### src/rtl/pll_pkg.sv
// ----------------------------------------------------------------------------
// pll_pkg
// Shared definitions for the TX PLL frequency lock detector.
//   pll_state_t       : measurement FSM state encoding
//   DEFAULT_LOCK_WIN  : default count of consecutive good windows needed for lock
// ----------------------------------------------------------------------------
package pll_pkg;

    // IDLE waits for enable, MEASURE counts feedback edges over the window,
    // EVAL is the single cycle in which a finished window's result is visible.
    typedef enum logic [1:0] {
        ST_IDLE    = 2'd0,
        ST_MEASURE = 2'd1,
        ST_EVAL    = 2'd2
    } pll_state_t;

    localparam int DEFAULT_LOCK_WIN = 4;

endpackage

### src/rtl/pll_edge_sync.sv
// ----------------------------------------------------------------------------
// pll_edge_sync
// Brings an asynchronous clock-like signal into the Ref_Clk domain and turns
// each of its rising edges into a single Ref_Clk-wide pulse.
// Ports:
//   Ref_Clk  in   reference clock
//   rst      in   asynchronous active-low reset
//   d_async  in   asynchronous input (divided PLL feedback clock)
//   rise     out  one-cycle pulse per synchronized rising edge of d_async
// ----------------------------------------------------------------------------
module pll_edge_sync (
    input  logic Ref_Clk,
    input  logic rst,
    input  logic d_async,
    output logic rise
);

    logic sync_1;
    logic sync_2;
    logic sync_3;

    // Two flops resolve metastability; the third holds the previous
    // synchronized value so an edge can be detected.
    always_ff @(posedge Ref_Clk or negedge rst) begin
        if (!rst) begin
            sync_1 <= 1'b0;
            sync_2 <= 1'b0;
            sync_3 <= 1'b0;
        end else begin
            sync_1 <= d_async;
            sync_2 <= sync_1;
            sync_3 <= sync_2;
        end
    end

    assign rise = sync_2 & ~sync_3;

endmodule

### src/rtl/pll_lock_detect.sv
// ----------------------------------------------------------------------------
// pll_lock_detect
// Frequency lock detector for the TX PLL. Counts rising edges of the divided
// feedback clock over a programmable window of Ref_Clk cycles, compares the
// count against an expected value within a tolerance and declares lock after
// LOCK_WIN consecutive good windows. The first bad window drops lock.
// Parameters:
//   WIN_W     width of the window length
//   CNT_W     width of edge counter, expected count and tolerance
//   LOCK_WIN  consecutive good windows needed for lock (>= 1)
// Ports:
//   Ref_Clk     in   reference clock, sole clock of the block
//   rst         in   asynchronous active-low reset
//   enable      in   1 runs measurements, 0 returns to idle and clears lock
//   fb_clk      in   divided feedback clock, asynchronous, < Ref_Clk/3
//   win_len     in   window length in Ref_Clk cycles (0 behaves as 1)
//   exp_cnt     in   expected feedback edges per window
//   tol         in   allowed |measured - expected|
//   fb_count    out  edge count of the last completed window
//   meas_valid  out  one-cycle pulse when fb_count has been updated
//   locked      out  lock status
//   lock_lost   out  one-cycle pulse when a bad window drops lock
// ----------------------------------------------------------------------------
module pll_lock_detect
    import pll_pkg::*;
#(
    parameter int WIN_W    = 10,
    parameter int CNT_W    = 8,
    parameter int LOCK_WIN = DEFAULT_LOCK_WIN
) (
    input  logic             Ref_Clk,
    input  logic             rst,
    input  logic             enable,
    input  logic             fb_clk,
    input  logic [WIN_W-1:0] win_len,
    input  logic [CNT_W-1:0] exp_cnt,
    input  logic [CNT_W-1:0] tol,
    output logic [CNT_W-1:0] fb_count,
    output logic             meas_valid,
    output logic             locked,
    output logic             lock_lost
);

    localparam int GOOD_W = $clog2(LOCK_WIN + 1);

    pll_state_t       state;
    pll_state_t       state_next;

    logic             fb_rise;

    logic [WIN_W-1:0] win_len_q;
    logic [CNT_W-1:0] exp_q;
    logic [CNT_W-1:0] tol_q;
    logic [WIN_W-1:0] win_cnt;
    logic [CNT_W-1:0] edge_cnt;

    logic [WIN_W-1:0] win_len_eff;
    logic [CNT_W-1:0] edge_cnt_inc;
    logic             start_window;
    logic             window_done;
    logic [CNT_W:0]   abs_diff;
    logic             good;
    logic [GOOD_W-1:0] good_cnt;
    logic [GOOD_W-1:0] good_cnt_next;

    pll_edge_sync u_edge_sync (
        .Ref_Clk (Ref_Clk),
        .rst     (rst),
        .d_async (fb_clk),
        .rise    (fb_rise)
    );

    // Window bookkeeping. The edge count including the current cycle is used
    // both for accumulation and for the final result, so the last window
    // cycle's edge is never lost. A new window starts either when leaving
    // IDLE or in the EVAL cycle, and that cycle's edge belongs to it.
    always_comb begin
        win_len_eff  = (win_len == '0) ? WIN_W'(1) : win_len;
        edge_cnt_inc = edge_cnt;
        if (fb_rise && (edge_cnt != {CNT_W{1'b1}})) begin
            edge_cnt_inc = edge_cnt + CNT_W'(1);
        end
        start_window = enable && ((state == ST_IDLE) || (state == ST_EVAL));
        window_done  = enable && (state == ST_MEASURE) && (win_cnt == win_len_q);
    end

    // Distance from the expected count, one bit wider than the operands so
    // neither direction of the subtraction can wrap.
    always_comb begin
        if (edge_cnt_inc >= exp_q) begin
            abs_diff = {1'b0, edge_cnt_inc} - {1'b0, exp_q};
        end else begin
            abs_diff = {1'b0, exp_q} - {1'b0, edge_cnt_inc};
        end
        good = (abs_diff <= {1'b0, tol_q});
    end

    // Good-window streak, held at LOCK_WIN once reached.
    always_comb begin
        good_cnt_next = good_cnt;
        if (good_cnt != GOOD_W'(LOCK_WIN)) begin
            good_cnt_next = good_cnt + GOOD_W'(1);
        end
    end

    // Next-state logic; dropping enable always wins and aborts any window.
    always_comb begin
        state_next = state;
        case (state)
            ST_IDLE: begin
                if (enable) begin
                    state_next = ST_MEASURE;
                end
            end
            ST_MEASURE: begin
                if (!enable) begin
                    state_next = ST_IDLE;
                end else if (window_done) begin
                    state_next = ST_EVAL;
                end
            end
            ST_EVAL: begin
                if (!enable) begin
                    state_next = ST_IDLE;
                end else begin
                    state_next = ST_MEASURE;
                end
            end
            default: begin
                state_next = ST_IDLE;
            end
        endcase
    end

    // State register.
    always_ff @(posedge Ref_Clk or negedge rst) begin
        if (!rst) begin
            state <= ST_IDLE;
        end else begin
            state <= state_next;
        end
    end

    // Window and edge counters. Configuration is captured only at window
    // start so mid-window changes cannot corrupt the measurement in flight.
    always_ff @(posedge Ref_Clk or negedge rst) begin
        if (!rst) begin
            win_len_q <= '0;
            exp_q     <= '0;
            tol_q     <= '0;
            win_cnt   <= '0;
            edge_cnt  <= '0;
        end else if (!enable) begin
            win_cnt  <= '0;
            edge_cnt <= '0;
        end else if (start_window) begin
            win_len_q <= win_len_eff;
            exp_q     <= exp_cnt;
            tol_q     <= tol;
            win_cnt   <= WIN_W'(1);
            edge_cnt  <= CNT_W'(fb_rise);
        end else if (state == ST_MEASURE) begin
            win_cnt  <= win_cnt + WIN_W'(1);
            edge_cnt <= edge_cnt_inc;
        end
    end

    // Result and lock tracking. Everything is registered on the last window
    // cycle so meas_valid, fb_count, locked and lock_lost change together in
    // the EVAL cycle. Disabling clears lock silently, without lock_lost.
    always_ff @(posedge Ref_Clk or negedge rst) begin
        if (!rst) begin
            fb_count   <= '0;
            meas_valid <= 1'b0;
            locked     <= 1'b0;
            lock_lost  <= 1'b0;
            good_cnt   <= '0;
        end else begin
            meas_valid <= window_done;
            lock_lost  <= 1'b0;
            if (!enable) begin
                locked   <= 1'b0;
                good_cnt <= '0;
            end else if (window_done) begin
                fb_count <= edge_cnt_inc;
                if (good) begin
                    good_cnt <= good_cnt_next;
                    if (good_cnt_next == GOOD_W'(LOCK_WIN)) begin
                        locked <= 1'b1;
                    end
                end else begin
                    good_cnt <= '0;
                    if (locked) begin
                        locked    <= 1'b0;
                        lock_lost <= 1'b1;
                    end
                end
            end
        end
    end

endmodule

### config.mk
export PLATFORM = sky130hd
export DESIGN_NAME = pll_lock_detect
export DESIGN_NICKNAME = d
export VERILOG_FILES = /design/src/rtl/pll_pkg.sv /design/src/rtl/pll_edge_sync.sv /design/src/rtl/pll_lock_detect.sv
export SDC_FILE = /design/constraint.sdc
export NUM_CORES = 1
export LEC_CHECK = 0
export BUFFER_PORTS_ARGS = -buffer_cell sky130_fd_sc_hd__buf_4
export CELL_PAD_IN_SITES_DETAIL_PLACEMENT = 1
export CELL_PAD_IN_SITES_GLOBAL_PLACEMENT = 2
export CORE_MARGIN = 3
export CORE_UTILIZATION = 40
export DETAILED_ROUTE_END_ITERATION = 10
export PLACE_DENSITY_LB_ADDON = 0.1
export SLEW_MARGIN = 20
export SYNTH_ARGS = -nofsm -noshare
export SYNTH_HDL_FRONTEND = slang
export SYNTH_SLANG_ARGS = --single-unit
### constraint.sdc
create_clock -name Ref_Clk -period 12.39 [get_ports Ref_Clk]
set_clock_uncertainty 0.1 [all_clocks]
set_input_delay 1.239 -clock Ref_Clk [delete_from_list [all_inputs] [get_ports Ref_Clk]]
set_output_delay 1.239 -clock Ref_Clk [all_outputs]
set_load 0.005 [all_outputs]
Word level (Yosys, flattened, before mapping)
Cells that the tools add are included.

cells by class
  add/sub/neg operators = 5
  magnitude comparators = 2
  equal/unequal tests = 11
  muxes and demuxes = 26
  bitwise gates (word level) = 2
  reduce and logical (&&, ||, !) cells = 11

operator list
  cell                                            count
  2-to-1 mux 10 bit                               4
  2-to-1 mux 8 bit                                4
  subtractor 8 x 8 -> 9 bit                       2
  2-to-1 mux 3 bit                                4
  adder 10 x 1 -> 10 bit (second input constant)  1
  == test 10 bit                                  1
  zero test 10 bit                                1
  <= comparator 9 x 8 -> 1 bit                    1
  2-to-1 mux 1 bit                                9
  2-to-1 mux 9 bit                                1
  adder 8 x 1 -> 8 bit (second input constant)    1
  greater-or-equal comparator 8 bit               1
  != test 8 bit (second input constant)           1
  AND reduction 2 bit                             4
  2-to-1 mux 2 bit                                3
  != test 3 bit (second input constant)           2
  case mux 2 bit (3 select lines)                 1
  logical AND 1 bit                               4
  adder 3 x 1 -> 3 bit (second input constant)    1
  == test 3 bit (second input constant)           1
  != test 3 x 1 -> 1 bit (second input constant)  1
  != test 3 x 2 -> 1 bit (second input constant)  1
  == test 2 x 1 -> 1 bit (second input constant)  1
  == test 2 bit (second input constant)           1
  6 further kinds                                 6

storage, ports and cells
  register bits after elaboration = 63
  bits of input ports = 30
  output and inout bits = 11
  word-level logic and storage cells = 71

Longest topological paths before layout
Gate-level depths: netlist (run 1).

  word-level depth = 10
  gate-level depth with buffers = 23
  depth with buffers taken out = 22

Cells and area by module
From an unflattened synthesis (run 1), not the netlist that was laid out.

second synthesis, totals
  cell total of the unflattened synthesis = 390
  area total of the unflattened synthesis = 3758.6 um^2

modules (own cells, without submodules)
  module           times used  cells an instance  area an instance (um^2)  sequential area each (um^2)
  pll_lock_detect  1           386                3669.8                   1501.4
  pll_edge_sync    1           4                  88.8                     75.1

Least setup slack after synthesis (run 1)
Ideal clock, no wire load.

  path kind = register to register
  start point = register edge_cnt[0]
  end point = register lock_lost
  library setup time = 120 ps
  arrival time = 4354 ps
  path slack = 7816 ps
  cell stages (with the launch flop) = 21
  path buffers = 1
  clock period less this slack = 4574 ps
  cell sequence = dfrtp_1 ha_1 nand2_1 o31ai_4 mux2i_1 inv_1 ha_1 nor2b_4 o211ai_2 a31oi_1 o31a_1 buf_6 o41a_1 xnor2_1 ha_1 nor2b_1 o21ai_0 o21ai_0 o31ai_4 nand2_1 and3_1

on the way
  word-level cells in the longest chain between the ends = 9
  elaborated cells on any way between the ends = 12
  classes of those cells = add/sub (3); order compare (2); eq/ne (1); mux (5); reduce/logical (1)

RTL lines
  what                                                          RTL line                text
  start: declaration                                            pll_lock_detect.sv:55   logic [CNT_W-1:0] edge_cnt;
  start signal: assignment                                      pll_lock_detect.sv:161  edge_cnt <= CNT_W'(fb_rise);
  start signal: assignment                                      pll_lock_detect.sv:164  edge_cnt <= edge_cnt_inc;
  branches (longest 2 deep; another with adder 8 x 1 -> 8 bit)  --
  2-to-1 mux 8 bit *                                            pll_lock_detect.sv:80   if (fb_rise && (edge_cnt != {CNT_W{1'b1}})) begin
  named net edge_cnt_inc[1]                                     pll_lock_detect.sv:58   logic [CNT_W-1:0] edge_cnt_inc;
  subtractor 8 x 8 -> 9 bit (tied with other cells)             pll_lock_detect.sv:93   abs_diff = {1'b0, exp_q} - {1'b0, edge_cnt_inc};
  2-to-1 mux 9 bit *                                            pll_lock_detect.sv:90   if (edge_cnt_inc >= exp_q) begin
  <= comparator 9 x 8 -> 1 bit *                                pll_lock_detect.sv:95   good = (abs_diff <= {1'b0, tol_q});
  2-to-1 mux 1 bit *                                            pll_lock_detect.sv:186  if (good) begin
  2-to-1 mux 1 bit *                                            pll_lock_detect.sv:184  end else if (window_done) begin
  2-to-1 mux 1 bit *                                            pll_lock_detect.sv:181  if (!enable) begin
  end signal: assignment                                        pll_lock_detect.sv:176  lock_lost <= 1'b0;
  end signal: assignment                                        pll_lock_detect.sv:180  lock_lost <= 1'b0;
  end signal: assignment                                        pll_lock_detect.sv:195  lock_lost <= 1'b1;
  end: declaration                                              pll_lock_detect.sv:41   output logic lock_lost

Mark *: on every way through the listed nets, which the timed path passes.
A chain may end at the register's enable or synchronous reset.

Worst setup path in the final report (run 1)
Same ends and word-level chain as after synthesis.

==> results.py, run 1 <==
metrics = {
    "timing": {
        "drv_slew": 0,
        "worst_pin_slew_ns": 0.944,
        "period_minus_slack_ns": 5.35,
        "finalHoldViolCount": 0,
        "rsz0062_at_grt": "no",
        "timing.final.ws_setup_ns": 7.04,
        "setup_viol": 0,
        "timing.slew.headroom_pct": 36.9,
        "fin_setup_tns_ns": 0,
        "fmax_ghz": 0.187,
        "finalCritPeriodShare_pct": 43.2,
    },
    "global_route": {
        "antenna_found_initial": 0,
        "grt_pass1_wl_um": 14900,
        "grt_max_degree": 64,
        "grt_util_all_layers_pct": 18.1,
        "globalRouteOverflowTotal": 0,
        "grt_pass1_vias": 3034,
    },
    "critical_path": {
        "worstPathRequired_ns": 12.52,
        "critPathBufInv": 1,
        "worstPathArrival_ns": 5.48,
        "slowest_stage": "mux2i_1",
        "path_delay_family": "compound AO/OA/AOI/OAI gates",
        "worst-setup-path-type": "flop to flop",
        "start_kind": "flop",
        "critPathCaptureType": "flop",
        "critPathMaxStageDelay_ns": 0.53,
        "crit_path_cell_trace": "ha_1, nand2_1, o31ai_4, mux2i_1, inv_1, ha_1, nor2b_4, o211ai_2, a31oi_1, o31a_1, mux2i_1, xnor2_1, ha_1, a21oi_1, nor2b_1, o21ai_0, o21ai_0, o31ai_4, nand2_1, and3_1",
        "cp_common_cell": "ha_1",
        "crit_fanout": 11,
    },
    "layout": {
        "fill_cells": 1050,
        "final_area_sq_mm": 0.00433,
        "antennaDiodeCount": 0,
        "regArea_sq_mm": 0.00158,
        "final_nets": 495,
        "syn_to_final_growth_pct": 15.3,
        "multiInputGateArea_sq_mm": 0.00199,
        "drive_gt1_share_pct": 16.9,
    },
    "cts": {
        "root_buffer": "clkbuf_8",
        "h-tree-depth": 3,
        "clkTransAtPathRegs_ns": 0.08,
        "postCtsSetupRepairBufs": 0,
        "cts_tree": "built",
        "cts_resized": 0,
        "cts_made_buffers": 9,
        "insertion_delay_ns": 0.34,
        "cts_sinks": 63,
        "clockBufferDepth": 2,
        "holdBufCountCts": 0,
    },
    "flow_run": {
        "maxCapViolCount": 0,
    },
    "synth": {
        "yosysTopAreaCell": "dfrtp_1",
        "synth_ff_type": "dfrtp_1",
        "syn_area_sq_mm": 0.00376,
        "syn_avg_cell_area_sq_um": 9.46,
        "postSynth.asyncResetShare_pct": 100,
        "synth_seq_cells": 63,
        "synth.distinct_cells": 48,
        "ys_seq_area_share_pct": 42.0,
        "yosysTopAreaCellShare_pct": 42.0,
        "synth_edf_count": 0,
        "synthTopCellsByArea": "dfrtp_1 (42%), ha_1 (9.7%), xor2_1 (5.4%)",
        "ys.warnings.count": 0,
        "yosysMostFrequentCell": "dfrtp_1",
        "synth_fp_nets": 458,
        "syn_inst": 397,
        "synthTopCellsByCount": "dfrtp_1 (63), nand2_1 (39), nor2_1 (37)",
    },
    "die": {
        "die_x_um": 103,
        "die_area_sq_mm": 0.0106,
        "start_util_pct": 42.1,
        "core_area_sq_mm": 0.00893,
        "die_y_um": 103,
        "ios": 41,
        "row_count": 34,
    },
    "power": {
        "p_switching_mw": 0.166,
        "power_frac_comb_pct": 24.1,
        "p_per_area_mw_per_mm2": 123,
        "peakVddDrop_mv": 0.0707,
        "pwr-share-seq_pct": 42.6,
        "p_leak_nw": 2.04,
        "internal_power_mw": 0.368,
        "p_sw_share_pct": 31.1,
        "pwr-share-clk_pct": 33.3,
    },
    "routing": {
        "vias_per_cell": 5.20,
        "routed_wl_um": 8720,
        "vias": 2844,
        "drc": 0,
        "wl_per_cell_um": 15.9,
        "drt-initial-drc-count": 79,
        "antenna_left": 0,
        "first_pass_iters": 4,
    },
    "place": {
        "place_ws_ns": 7.05,
        "placed_cell_area_sq_mm": 0.00414,
        "gp_congestion": 0.848,
        "port-buffer-count": 40,
        "dp.final_hpwl_um": 6550,
    },
    "worst_hold_path": {
        "worstHoldPathType": "flop to flop",
    },
    "outcome": {
        "status": "completed",
    },
}
logic make-up after synthesis:
group,after synthesis,synth area share (%)
AND/OR/NAND/NOR,118,14.5
AO/OA/AOI/OAI,80,13.5
flip-flops,63,42.0
buffers and inverters,49,5.19
XOR/XNOR,37,8.62
adder cells (fa/ha/maj),31,10.7
multiplexers,19,5.49
per-layer routing:
layer | track usage (%) | wire (um) | share of wire, % | up-vias
met2 | 28.4 | 3980 | 46 | 42
met3 | 3.92 | 255 | 2.9 | 6
li1 | - | - | - | 1412
met1 | 25.7 | 4390 | 50 | 1384
met5 | 0 | 0 | 0 | -
met4 | 4.18 | 93 | 1.1 | 0
power groups by stage:
stage	registers, mW	logic (mW)	clock network (mW)
3_3_place_gp	0.231	0.126	0
5_1_grt	0.229	0.147	0.195
2_1_floorplan	0.229	0.0917	0
4_1_cts	0.228	0.131	0.186
3_5_place_dp	0.232	0.130	0
6_report	0.228	0.129	0.178
final timing paths:
check	slack, ns	cells after the start	start	endpoint
min in group asynchronous	0.86	1	rst	exp_q[4]
setup reg to reg	7.04	20	edge_cnt[0]	lock_lost
max in group asynchronous	10.76	1	rst	good_cnt[2]
setup / recovery	7.04	20	edge_cnt[0]	lock_lost
hold reg to reg	0.26	0	u_edge_sync.sync_1	u_edge_sync.sync_2
hold / removal	0.26	0	u_edge_sync.sync_1	u_edge_sync.sync_2
cell usage in the layout, fill, tap and decap left out, types with 4 or more instances in the layout:
cell       n
dfrtp_1   63
buf_4     40
nand2_1   39
nor2_1    37
inv_1     35
o21ai_0   33
ha_1      29
xor2_1    23
a21oi_1   18
xnor2_1   14
nand3_1   11
mux2_2    10
clkbuf_8   9
mux2i_1    8
nor3_1     6
nor2b_1    5
o21ai_1    5
nand4_1    4
and3_1     4
sequential cells by signal (all words and copies together) (netlist names):
register	flops
fb_count	8
tol_q	8
win_cnt	10
u_edge_sync.sync_2	1
good_cnt	3
lock_lost	1
locked	1
state	2
win_len_q	10
edge_cnt	8
exp_q	8
u_edge_sync.sync_3	1
meas_valid	1
u_edge_sync.sync_1	1
worst reg2reg max path: cells and delay by family (launching register included):
| kind | cells | cell delay [ns] |
|---|---|---|
| compound gates | 8 | 1.98 |
| xor+xnor | 1 | 0.17 |
| fa+ha+maj | 3 | 0.85 |
| buf+inv | 1 | 0.19 |
| flops | 1 | 0.42 |
| mux | 2 | 0.88 |
| simple gates | 5 | 0.68 |
cell type report:
type                            count  area share, %
Multi-Input combinational cell    285           46.0
Clock inverter                      7           1.65
Sequential cell                    63           36.4
Inverter                           35           3.03
Clock buffer                        9           2.86
Timing Repair Buffer               40           6.93
Tap cell                          108           3.12
stage by stage:
step           hold slack, ns  utilization [%]  power, mW  instances
2_1_floorplan           0.231                -      0.320        397
3_3_place_gp            0.240             46.3      0.357        531
3_5_place_dp            0.246             46.3      0.362        531
4_1_cts                 0.264             48.5      0.545        547
5_1_grt                 0.273             48.5      0.571        547
6_report                0.262             48.5      0.534        547
Power figures use the tool's default switching activity.
==> inputs of run 2 (changes only) <==
Settings changed: CORE_UTILIZATION 40 to 33.
Clock period 12.39 ns to 4.5 ns, I/O delays scaled along.
==> run 2 against run 1 <==
Core utilization shrank 3.7 points; final area grew 14%; non-clock buffer count grew 45; power grew to 3.2 times the previous value; sequential cell count is the same; critical path type unchanged; critical endpoint is now good_cnt[2]; largest cell class unchanged.
==> results.py, run 2 (synthesized netlist as in run 1, its figures left out) <==
metrics = {
    "routing": {
        "drt-initial-drc-count": 71,
        "vias": 3057,
        "antenna_left": 0,
        "wl_per_cell_um": 15.5,
        "drc": 0,
        "vias_per_cell": 4.90,
        "routed_wl_um": 9670,
        "first_pass_iters": 4,
    },
    "power": {
        "power_frac_comb_pct": 24.5,
        "peakVddDrop_mv": 0.241,
        "p_switching_mw": 0.495,
        "pwr-share-seq_pct": 37.0,
        "p_leak_nw": 2.32,
        "pwr-share-clk_pct": 38.5,
        "p_per_area_mw_per_mm2": 345,
        "internal_power_mw": 1.20,
        "p_sw_share_pct": 29.2,
    },
    "place": {
        "port-buffer-count": 40,
        "dp.final_hpwl_um": 7050,
        "dp.cells": 600,
        "gp_congestion": 0.792,
    },
    "timing": {
        "setup_viol": 0,
        "finalHoldViolCount": 0,
        "timing.slew.headroom_pct": 37.5,
        "fin_setup_tns_ns": 0,
        "drv_slew": 0,
        "rsz0062_at_grt": "yes",
        "worst_pin_slew_ns": 0.936,
        "finalCritPeriodShare_pct": 97.8,
        "period_minus_slack_ns": 4.40,
        "fin_hold_ws_ns": 0.0987,
        "fmax_ghz": 0.227,
    },
    "cts": {
        "cts_sinks": 63,
        "cts_made_buffers": 9,
        "root_buffer": "clkbuf_16",
        "h-tree-depth": 3,
        "clkTransAtPathRegs_ns": 0.06,
        "clockBufferDepth": 2,
        "cts_tree": "built",
        "insertion_delay_ns": 0.34,
    },
    "critical_path": {
        "crit_path_cell_trace": "ha_4, nand2_4, o31ai_4, buf_4, xor2_1, buf_4, buf_4, ha_1, nor2b_4, o211ai_2, a31oi_2, o31a_1, o41a_1, xnor2_1, ha_1, nor2b_1, o21ai_1, o21ai_2, o31ai_4, o311ai_1, a21oi_1",
        "crit_fanout": 5,
        "start_kind": "flop",
        "worst-setup-path-type": "flop to flop",
        "cp_common_cell": "buf_4",
        "slowest_stage": "dfrtp_1",
        "critPathCaptureType": "flop",
        "critPathMaxStageDelay_ns": 0.40,
        "rrSetupSlack_ns": 0.1,
        "worstPathArrival_ns": 4.56,
        "worstPathRequired_ns": 4.65,
    },
    "die": {
        "core_area_sq_mm": 0.0110,
        "die_y_um": 113,
        "die_x_um": 113,
        "ios": 41,
        "start_util_pct": 34.2,
        "die_area_sq_mm": 0.0127,
        "row_count": 38,
    },
    "layout": {
        "final_nets": 540,
        "fill_cells": 1254,
        "drive_gt1_share_pct": 28.5,
        "fin_util_pct": 44.8,
        "largestRegisters": "win_cnt x10, win_len_q x10",
        "mostFrequentLayoutCell": "buf_4",
        "syn_to_final_growth_pct": 31.0,
        "fin_cells": 624,
        "final_cell_mix": "buf_4 (84), dfrtp_1 (63), nor2_1 (37), nand2_1 (36), inv_1 (33)",
        "antennaDiodeCount": 0,
    },
    "global_route": {
        "grt_pass1_vias": 3330,
        "grt_util_all_layers_pct": 16.5,
        "globalRouteOverflowTotal": 0,
        "antenna_found_initial": 0,
        "grt_max_degree": 64,
        "grt_pass1_wl_um": 16500,
    },
    "worst_hold_path": {
        "worstHoldPathType": "input pin to async pin",
    },
    "flow_run": {
        "maxCapViolCount": 0,
    },
    "outcome": {
        "status": "completed",
    },
}
-- run 2: per-layer routing --
metal,routed length (um),part of all wire (%),vias to the layer above,track usage [%]
li1,-,-,1511,-
met1,4450,46,1491,20.6
met4,120,1.2,0,4.89
met2,4690,48,46,27.0
met3,416,4.3,9,5.56
met5,0,0,-,0
-- run 2: worst paths after layout --
| check | from | to | depth (start not counted) |
|---|---|---|---|
| min in group Ref_Clk | fb_clk | u_edge_sync.sync_1 | 1 |
| max in group asynchronous | rst | win_len_q[1] | 1 |
| max reg2reg | edge_cnt[0] | good_cnt[2] | 21 |
| max | edge_cnt[0] | good_cnt[2] | 21 |
| min | rst | tol_q[5] | 1 |
| min reg2reg | u_edge_sync.sync_1 | u_edge_sync.sync_2 | 0 |
-- run 2: stage by stage --
stage                     setup WS (ns)  cell area, sq um  power (mW)
final                            0.0970              4920        1.70
after global routing             -0.165              4920        1.82
after CTS                       0.00331              4820        1.72
after detailed placement        -0.0928              4460        1.02
after global placement         -0.00617              4460        1.01
after floorplan                  0.0273              3760       0.883
-- run 2: power groups by stage --
stage	logic, mW	registers [mW]	clock network [mW]
finish	0.416	0.629	0.653
global route	0.470	0.633	0.716
CTS	0.406	0.629	0.685
detailed placement	0.381	0.639	0
global placement	0.376	0.638	0
floorplan	0.253	0.630	0
-- run 2: final cells by class --
class / count / area (sq um) / share of cell area (%)
multi-input combinational: 285 / 2120 / 43.0
sequential: 63 / 1580 / 32.0
timing repair buffer: 85 / 642 / 13.0
clock buffer: 13 / 260 / 5.29
tap: 140 / 175 / 3.56
inverter: 35 / 134 / 2.72
clock inverter: 3 / 17.5 / 0.356
-- run 2: critical path, delay by kind of cell (launching register included) --
family	cells	cell delay, ns
xor+xnor	2	0.27
compound gates	10	2.22
buf+inv	3	0.42
fa+ha+maj	3	0.65
simple gates	3	0.26
flops	1	0.40
-- run 2: timing repair --
item | CTS | global route
gates resized for setup | 13 | 15
setup endpoints to repair | 5 | 5
pin swaps | 13 | 18
hold buffers | 0 | 0
buffers inserted | 4 | 4
